**config.mk**
```make
export PLATFORM = sky130hd
export DESIGN_NAME = jk_bank_driver_flat
export DESIGN_NICKNAME = d
export VERILOG_FILES = /design/src/rtl/jk_bank_driver_pkg.sv /design/src/rtl/jk_bank_driver_if.sv /design/src/rtl/jk_excitation.sv /design/src/rtl/jk_bank_driver.sv /design/src/flat_wrapper.sv
export SDC_FILE = /design/constraint.sdc
export NUM_CORES = 1
export LEC_CHECK = 0
export CAP_MARGIN = 40
export CORE_MARGIN = 5
export CORE_UTILIZATION = 51
export DETAILED_ROUTE_END_ITERATION = 16
export GPL_TIMING_DRIVEN = 0
export MAX_ROUTING_LAYER = met4
export PLACE_DENSITY = 0.88
export SYNTH_ARGS = -nofsm -noshare
export SYNTH_HDL_FRONTEND = slang
export SYNTH_HIERARCHICAL = 1
export SYNTH_SLANG_ARGS = --single-unit
```
**constraint.sdc**
```tcl
create_clock -name clk -period 5.25 [get_ports clk]
set_clock_uncertainty 0.15 [all_clocks]
set_input_delay 1.05 -clock clk [delete_from_list [all_inputs] [get_ports clk]]
set_output_delay 1.05 -clock clk [all_outputs]
set_load 0.02 [all_outputs]
```
**src/rtl/jk_bank_driver_pkg.sv**
```systemverilog
// Shared types for the JK bank driver: FSM states, MODE codes, bank width and the step-target rule.
// Pure declarations; no timing or backpressure of its own.
package jk_bank_driver_pkg;

  localparam int BANK_W = 4;
  localparam int LEN_W  = 4;

  typedef enum logic [1:0] {
    ST_IDLE   = 2'b00,
    ST_DRIVE  = 2'b01,
    ST_CHECK  = 2'b10,
    ST_FINISH = 2'b11
  } state_t;

  typedef enum logic [1:0] {
    MODE_HOLD = 2'b00,
    MODE_UP   = 2'b01,
    MODE_DOWN = 2'b10,
    MODE_LOAD = 2'b11
  } mode_t;

  // Counting wraps modulo 2**BANK_W in both directions.
  function automatic logic [BANK_W-1:0] next_target(
    input logic [BANK_W-1:0] cur,
    input mode_t             mode,
    input logic [BANK_W-1:0] load_val
  );
    logic [BANK_W-1:0] tgt;
    case (mode)
      MODE_UP:   tgt = cur + {{(BANK_W-1){1'b0}}, 1'b1};
      MODE_DOWN: tgt = cur - {{(BANK_W-1){1'b0}}, 1'b1};
      MODE_LOAD: tgt = load_val;
      default:   tgt = cur;
    endcase
    return tgt;
  endfunction

endpackage

```
**src/rtl/jk_bank_driver_if.sv**
```systemverilog
// Control/feedback bundle between a sequencer and the JK bank driver.
// slave = driver side, master = stimulus/bank side; no flow control, single-cycle START request.
interface jk_bank_driver_if;
  import jk_bank_driver_pkg::*;

  logic              start;
  logic [1:0]        mode;
  logic [BANK_W-1:0] d;
  logic [LEN_W-1:0]  len;
  logic [BANK_W-1:0] q_fb;
  logic [BANK_W-1:0] j;
  logic [BANK_W-1:0] k;
  logic [BANK_W-1:0] exp;
  logic              busy;
  logic              done;
  logic              err;

  modport slave  (input  start, mode, d, len, q_fb,
                  output j, k, exp, busy, done, err);
  modport master (output start, mode, d, len, q_fb,
                  input  j, k, exp, busy, done, err);

endinterface

```
**src/rtl/jk_excitation.sv**
```systemverilog
// Single-bit JK excitation: chooses J/K so a posedge JK flop moves from cur to nxt.
// Combinational, zero latency; never asserts J and K together.
module jk_excitation (
  input  logic cur,
  input  logic nxt,
  output logic j,
  output logic k
);

  assign j = ~cur &  nxt;
  assign k =  cur & ~nxt;

endmodule

```
**src/rtl/jk_bank_driver.sv**
```systemverilog
// Drives a 4-bit external JK flop bank through LEN steps (hold/up/down/load), verifying Q after each step.
// START->DONE takes 2*LEN+1 cycles (1 for LEN=0); START is ignored while busy, nothing is queued.
module jk_bank_driver
  import jk_bank_driver_pkg::*;
(
  input logic             clk,
  input logic             rst,
  jk_bank_driver_if.slave bus
);

  state_t            state, state_nxt;
  mode_t             mode_q;
  logic [BANK_W-1:0] d_q;
  logic [BANK_W-1:0] exp_q;
  logic [BANK_W-1:0] tgt;
  logic [LEN_W-1:0]  cnt_q;
  logic              err_q;
  logic [BANK_W-1:0] j_raw, k_raw;
  logic [BANK_W-1:0] j_o, k_o;
  logic              busy_o, done_o;

  assign tgt = next_target(exp_q, mode_q, d_q);

  for (genvar i = 0; i < BANK_W; i++) begin : g_exc
    jk_excitation u_exc (
      .cur (exp_q[i]),
      .nxt (tgt[i]),
      .j   (j_raw[i]),
      .k   (k_raw[i])
    );
  end

  always_ff @(posedge clk) begin
    if (rst) begin
      state  <= ST_IDLE;
      mode_q <= MODE_HOLD;
      d_q    <= '0;
      exp_q  <= '0;
      cnt_q  <= '0;
      err_q  <= 1'b0;
    end else begin
      state <= state_nxt;
      case (state)
        ST_IDLE: begin
          if (bus.start) begin
            mode_q <= mode_t'(bus.mode);
            d_q    <= bus.d;
            cnt_q  <= bus.len;
            exp_q  <= bus.q_fb;
            err_q  <= 1'b0;
          end
        end
        // The external bank captures J/K on this same edge, so EXP tracks it.
        ST_DRIVE: begin
          exp_q <= tgt;
          cnt_q <= cnt_q - 4'd1;
        end
        ST_CHECK: begin
          if (bus.q_fb != exp_q) err_q <= 1'b1;
        end
        default: ;
      endcase
    end
  end

  always_comb begin
    state_nxt = state;
    j_o       = '0;
    k_o       = '0;
    busy_o    = 1'b1;
    done_o    = 1'b0;
    case (state)
      ST_IDLE: begin
        busy_o = 1'b0;
        if (bus.start) state_nxt = (bus.len != '0) ? ST_DRIVE : ST_FINISH;
      end
      ST_DRIVE: begin
        j_o       = j_raw;
        k_o       = k_raw;
        state_nxt = ST_CHECK;
      end
      ST_CHECK: begin
        state_nxt = (cnt_q == '0) ? ST_FINISH : ST_DRIVE;
      end
      ST_FINISH: begin
        done_o    = 1'b1;
        state_nxt = ST_IDLE;
      end
      default: state_nxt = ST_IDLE;
    endcase
  end

  assign bus.j    = j_o;
  assign bus.k    = k_o;
  assign bus.exp  = exp_q;
  assign bus.busy = busy_o;
  assign bus.done = done_o;
  assign bus.err  = err_q;

endmodule

```
**src/flat_wrapper.sv**
```systemverilog
// flat-port wrapper written by rule: the top's interface ports become plain ports
module jk_bank_driver_flat import jk_bank_driver_pkg::*;
  (clk, rst, bus_start, bus_mode, bus_d, bus_len, bus_q_fb, bus_j, bus_k, bus_exp, bus_busy, bus_done, bus_err);
  jk_bank_driver_if bus_i ();
  input logic clk;
  input logic rst;
  input wire logic [$bits(bus_i.start)-1:0] bus_start;
  input wire logic [$bits(bus_i.mode)-1:0] bus_mode;
  input wire logic [$bits(bus_i.d)-1:0] bus_d;
  input wire logic [$bits(bus_i.len)-1:0] bus_len;
  input wire logic [$bits(bus_i.q_fb)-1:0] bus_q_fb;
  output wire logic [$bits(bus_i.j)-1:0] bus_j;
  output wire logic [$bits(bus_i.k)-1:0] bus_k;
  output wire logic [$bits(bus_i.exp)-1:0] bus_exp;
  output wire logic [$bits(bus_i.busy)-1:0] bus_busy;
  output wire logic [$bits(bus_i.done)-1:0] bus_done;
  output wire logic [$bits(bus_i.err)-1:0] bus_err;
  assign bus_i.start = bus_start;
  assign bus_i.mode = bus_mode;
  assign bus_i.d = bus_d;
  assign bus_i.len = bus_len;
  assign bus_i.q_fb = bus_q_fb;
  assign bus_j = bus_i.j;
  assign bus_k = bus_i.k;
  assign bus_exp = bus_i.exp;
  assign bus_busy = bus_i.busy;
  assign bus_done = bus_i.done;
  assign bus_err = bus_i.err;
  jk_bank_driver u_core (.clk(clk), .rst(rst), .bus(bus_i));
endmodule
```
==> metrics.yaml, run 1 <==
sta:
  rsz0062_at_grt: "no"
  max_freq_mhz: 236
  final-setup-viol-count: 0
  tightest_slew_ns: 0.448
  hold_violations: 0
  max_slew_margin_pct: 69.8
  setup_tns_ns: 0
  setup_slack_ns: 1.01
  finalCriticalPeriod_ns: 4.24
  post-route-period-util_pct: 80.8
  slew_violations: 0
worst_setup_path:
  crit_fanout: 4
  required_ns: 4.05
  rrSetupSlack_ns: 2.99
  crit_arrival_ns: 3.04
  cp-start-kind: "flop"
  critPathCaptureType: "output port"
  crit_type: "reg -> out"
finish:
  area_growth_pct: 31.3
  antenna_cells: 0
  final_nets: 211
  fillCellCount: 172
  final_cells: 213
  layout-drive-gt1-share_pct: 9.19
placement:
  portBuffers: 30
  place_hpwl_um: 2270
  place_inst: 209
  gp_congestion: 0.857
  dp_slack_ns: 1.36
pwr:
  power.total_uw: 354
  leakagePower_uw: 0.000607
  power_density_nw_per_um2: 234
  ir_drop_mv: 0.170
cts:
  cts_resized: 0
  clkSinkCount: 17
  clk_pin_slew_ns: 0.10
  clk_path_buf_depth: 2
  h-tree-depth: 1
  cts_tree: "done"
  cts_root_buf: "clkbuf_4"
  clock_latency_ns: 0.28
  postCtsSetupBuffers: 0
  hold_buffers: 0
  numCtsBuffers: 3
yosys:
  synthTopCellsByArea: "dfxtp_1 (29%), a21oi_1 (7.8%), nand2_1 (7.8%)"
  synth_area_leader_cell: "dfxtp_1"
  synthArstFlopShare_pct: 0
  synth_area_per_cell_sq_um: 7.65
  synth_ff_type: "dfxtp_1"
  yosysSeqAreaShare_pct: 29.5
  yosys.cell_types.count: 36
  yosysTopAreaCellShare_pct: 29.5
  netlist_top_cells_count: "nand2_1 (24), a21oi_1 (18), dfxtp_1 (17)"
  ys_ff_latch: 17
  syn_nets: 176
  syn_inst: 151
  yosysMostFrequentCell: "nand2_1"
  synth_area_sq_um: 1150
  yosysWarnings: 6
  synth_edf_count: 0
detailed_routing:
  drt_iter0_markers: 42
  vias_per_cell: 5.51
  vias: 1173
  drc_errors: 0
  ant_nets: 0
  wl_per_cell_um: 13.6
  dr.pass1.iters: 4
  drt-total-wl_um: 2900
die:
  row_count: 17
  design.core.area_sq_um: 2190
  start_util_pct: 52.7
  die-area_sq_um: 3320
  die_h_um: 57.6
  die_w_um: 57.6
  io_pins: 32
grt:
  grt_pass1_vias: 1130
  grt_max_degree: 11
  antenna_found_initial: 0
  overflow: 0
  grt_usage_pct: 18.1
  grt_pass1_wl_um: 4660
run:
  cap_violations: 0
outcome:
  status: "completed"
worst_hold_path:
  hp-class: "reg -> reg"
==> report_power, final <==
group	switching [uW]	total (uW)	internal [uW]
sequential	13.7	154	141
combinational	66.0	130	64.1
clock	40.2	69.7	29.5
total	120	354	234
==> per-stage QoR <==
| step | utilization [%] | hold slack, ns | instance area (sq um) |
|---|---|---|---|
| 2_1_floorplan | - | 0.286 | 1150 |
| 3_3_place_gp | 68.0 | 0.299 | 1490 |
| 3_5_place_dp | 68.0 | 0.303 | 1490 |
| 4_1_cts | 69.2 | 0.318 | 1520 |
| 5_1_grt | 69.2 | 0.338 | 1520 |
| 6_report | 69.2 | 0.321 | 1520 |
==> state kept, by name, indices dropped and copies added (netlist names) <==
name,flops
u_core/state,2
u_core/bus.err,1
u_core/mode_q,2
u_core/bus.exp,4
u_core/d_q,4
u_core/cnt_q,4
==> area by class of cell <==
| cell class | count | area, sq um | share of cell area [%] |
|---|---|---|---|
| plain buffers | 9 | 52.6 | 3.47 |
| flip-flops and latches | 17 | 340 | 22.4 |
| repair buffers | 30 | 300 | 19.8 |
| inverters | 7 | 26.3 | 1.73 |
| multi-input cells | 118 | 736 | 48.5 |
| well taps | 28 | 35.0 | 2.31 |
| clock buffers | 4 | 26.3 | 1.73 |
==> path summary, 6_finish.rpt <==
kind	from	end	depth (start not counted)
max	u_core/mode_q[0]	bus_k[3]	11
min	u_core/d_q[2]	u_core/d_q[2]	2
max reg2reg	u_core/mode_q[0]	u_core/bus.exp[1]	7
min reg2reg	u_core/d_q[2]	u_core/d_q[2]	2
==> cell usage in the layout (no fill, tap or decap), drive strengths merged <==
| master | n |
|---|---|
| nor3 | 3 |
| buf | 7 |
| o21a | 1 |
| and2 | 9 |
| nor2 | 15 |
| a311oi | 3 |
| o21ba | 1 |
| nand2 | 24 |
| nand2b | 2 |
| o21bai | 1 |
| dfxtp | 17 |
| clkbuf | 6 |
| nor2b | 5 |
| or2 | 2 |
| ha | 7 |
| nand3 | 2 |
| clkdlybuf4s50 | 30 |
| fa | 1 |
| a21oi | 18 |
| a31oi | 2 |
| xor2 | 1 |
| a221oi | 4 |
| a41oi | 1 |
| o21ai | 3 |
| xnor2 | 4 |
| and2b | 4 |
| inv | 7 |
| nor4 | 1 |
| and3 | 2 |
| a22oi | 2 |
==> kinds of logic (layout without fill, tap and decap cells) <==
logic type | Yosys count | count (layout) | share of synthesized area [%]
AO/OA/AOI/OAI | 36 | 36 | 20.3
XOR/XNOR | 5 | 5 | 3.79
adder cells (fa/ha/maj) | 8 | 8 | 9.32
buffers and inverters | 16 | 50 | 6.83
flip-flops | 17 | 17 | 29.5
AND/OR/NAND/NOR | 69 | 69 | 30.3
==> metal layers <==
metal / vias to the layer above / GRT usage [%] / wire length [um]
met1: 540 / 18.9 / 1170
met3: 4 / 2.04 / 177
met5: - / - / 0
met2: 47 / 34.5 / 1540
met4: 0 / 5.63 / 14
li1: 582 / - / -
==> critical path, stage by stage (launching register included) <==
cell and delay [ns]:
dfxtp_1 0.37, inv_1 0.07, ha_1 0.26, ha_1 0.34, a21oi_1 0.20, a21oi_1 0.12
o21a_1 0.21, o21ai_1 0.19, nand2_1 0.09, and2b_2 0.21, and2_1 0.10, clkdlybuf4s50_1 0.59
Note: power is estimated with default switching activity, not from simulation.
==> run 2: changes to the inputs <==
- CORE_UTILIZATION: 51 -> 47
- PLACE_DENSITY: 0.88 -> 0.83
- clock period: 5.25 -> 4.12 ns (I/O delays scaled with it)
==> run 2 against run 1 <==
Against the previous run:
- non-clock buffer count unchanged
- clock power increased by 31%
- via count decreased by 2.4%
- total power increased by 27%
- flip-flop and latch count unchanged
- die area increased by 7.0%
- critical path type unchanged
- critical endpoint is now bus_j[3]
==> metrics.yaml, run 2 (same netlist as run 1, synthesis figures left out) <==
placement:
  place_hpwl_um: 2220  # was 2270 um
  portBuffers: 30  # unchanged
  place_inst: 211  # was 209
  gp_congestion: 0.932  # was 0.857
sta:
  max_slew_margin_pct: 69.9  # was 69.8%
  post-route-period-util_pct: 96.2
  max_freq_mhz: 252
  final-setup-viol-count: 0  # unchanged
  hold_violations: 0  # unchanged
  rsz0062_at_grt: "no"  # unchanged
  slew_violations: 0  # unchanged
  finalCriticalPeriod_ns: 3.96
  setup_tns_ns: 0  # unchanged
  tightest_slew_ns: 0.452  # was 0.448 ns
worst_setup_path:
  crit_arrival_ns: 2.99  # was 3.04 ns
  cp-start-kind: "flop"  # unchanged
  r2r-start: "u_core/mode_q[0]"  # unchanged
  ff2ff_path_depth: 8  # was 7
  critPathCaptureType: "output port"  # unchanged
  crit_type: "reg -> out"  # unchanged
  required_ns: 3.15  # was 4.05 ns
  r2r-end: "u_core/bus.exp[3]"  # was u_core/bus.exp[1]
  rrSetupSlack_ns: 1.92  # was 2.99 ns
  crit_fanout: 4  # unchanged
run:
  cap_violations: 0  # unchanged
grt:
  antenna_found_initial: 0  # unchanged
  grt_pass1_wl_um: 4730  # was 4660 um
  grt_pass1_vias: 1164  # was 1130
  grt_max_degree: 11  # unchanged
  overflow: 0  # unchanged
  grt_usage_pct: 17.9  # was 18.1%
pwr:
  power_density_nw_per_um2: 295  # was 234 nW/um^2
  ir_drop_mv: 0.200  # was 0.170 mV
  leakagePower_uw: 0.000626  # was 0.000607 uW
detailed_routing:
  wl_per_cell_um: 12.9  # was 13.6 um
  dr.pass1.iters: 4  # unchanged
  vias: 1145  # was 1173
  drt_iter0_markers: 21  # was 42
  ant_nets: 0  # unchanged
  drc_errors: 0  # unchanged
  drt-total-wl_um: 2770  # was 2900 um
  vias_per_cell: 5.33  # was 5.51
cts:
  postCtsSetupBuffers: 0  # unchanged
  numCtsBuffers: 3  # unchanged
  cts_root_buf: "clkbuf_4"  # unchanged
  h-tree-depth: 1  # unchanged
  cts_tree: "done"  # unchanged
  clk_path_buf_depth: 2  # unchanged
  hold_buffers: 0  # unchanged
  clk_pin_slew_ns: 0.10  # about the same
  clkSinkCount: 17  # unchanged
  cts_resized: 0  # unchanged
  clock_latency_ns: 0.29  # was 0.28 ns
worst_hold_path:
  holdPathStages: 2  # unchanged
  hp-class: "reg -> reg"  # unchanged
  hold_path_end: "u_core/d_q[1]"  # was u_core/d_q[2]
  worstHoldStart: "u_core/d_q[1]"  # was u_core/d_q[2]
finish:
  antenna_cells: 0  # unchanged
  layout_common_cells: "clkdlybuf4s50_1 (29), nand2_1 (24), a21oi_1 (18), dfxtp_1 (17), nor2_1 (14)"  # was clkdlybuf4s50_1 (30), nand2_1 (24), a21oi_1 (18), dfxtp_1 (17), nor2_1 (14)
  fillCellCount: 219  # was 172
  final_cells: 215  # was 213
  final_nets: 211  # unchanged
  final_common_cell: "clkdlybuf4s50_1"  # unchanged
  area_growth_pct: 32.3  # was 31.3%
  layout-drive-gt1-share_pct: 9.73  # was 9.19%
outcome:
  status: "completed"  # unchanged
die:
  die_h_um: 59.6  # was 57.6 um
  io_pins: 32  # unchanged
  row_count: 18  # was 17
  start_util_pct: 47.9  # was 52.7%
  design.core.area_sq_um: 2410  # was 2190 sq um
  die-area_sq_um: 3550  # was 3320 sq um
  die_w_um: 59.6  # was 57.6 um
## run 2: worst max path at each step
| stage | start | to | slack (ns) | cells after the start |
|---|---|---|---|---|
| global route | u_core/mode_q[0] | bus_j[3] | 0.04 | 11 |
| detailed placement | u_core/mode_q[0] | bus_k[3] | 0.43 | 11 |
| CTS | u_core/mode_q[0] | bus_k[3] | 0.1 | 11 |
| finish | u_core/mode_q[0] | bus_j[3] | 0.16 | 11 |
| global placement | u_core/mode_q[0] | bus_k[3] | 0.54 | 11 |
| floorplan | u_core/mode_q[0] | bus_k[3] | 1.11 | 10 |
## run 2: report_power, final
group / internal [uW] / switching, uW / total, uW
registers: 179 / 17.5 / 197
logic: 81.0 / 81.5 / 163
clock network: 37.7 / 53.7 / 91.3
## run 2: cell type report
class / count / area [sq um] / area share, %
multi-input combinational: 118 / 742 / 48.6
sequential: 17 / 340 / 22.3
timing repair buffer: 30 / 303 / 19.8
buffer: 9 / 52.6 / 3.44
tap: 30 / 37.5 / 2.46
clock buffer: 4 / 26.3 / 1.72
inverter: 7 / 26.3 / 1.72
## run 2: per-layer routing
| metal | share of wire, % | global-route usage, % | up-vias |
|---|---|---|---|
| met5 | 0 | - | - |
| met4 | 1.5 | 8.86 | 0 |
| li1 | - | - | 576 |
| met2 | 53 | 32.9 | 32 |
| met3 | 5.4 | 2.83 | 4 |
| met1 | 40 | 18.2 | 533 |
## run 2: through the flow
step | utilization (%) | power [uW] | worst slack (ns) | area, sq um | hold WS, ns
after floorplan | - | 304 | 1.11 | 1150 | 0.286
after global placement | 61.9 | 354 | 0.541 | 1490 | 0.302
after detailed placement | 61.9 | 361 | 0.429 | 1490 | 0.304
after CTS | 63.0 | 452 | 0.0996 | 1520 | 0.318
after global routing | 63.4 | 485 | 0.0364 | 1530 | 0.345
final | 63.4 | 451 | 0.158 | 1530 | 0.315
## run 2: critical path: stages (launching register included)
cell and delay [ns]:
dfxtp_1 0.37, inv_1 0.07, ha_1 0.26, ha_1 0.34
a21oi_1 0.25, a21oi_1 0.14, o21a_1 0.20, o21ai_1 0.18
nand2_1 0.09, nor2b_1 0.14, and2_1 0.14, clkdlybuf4s50_1 0.53
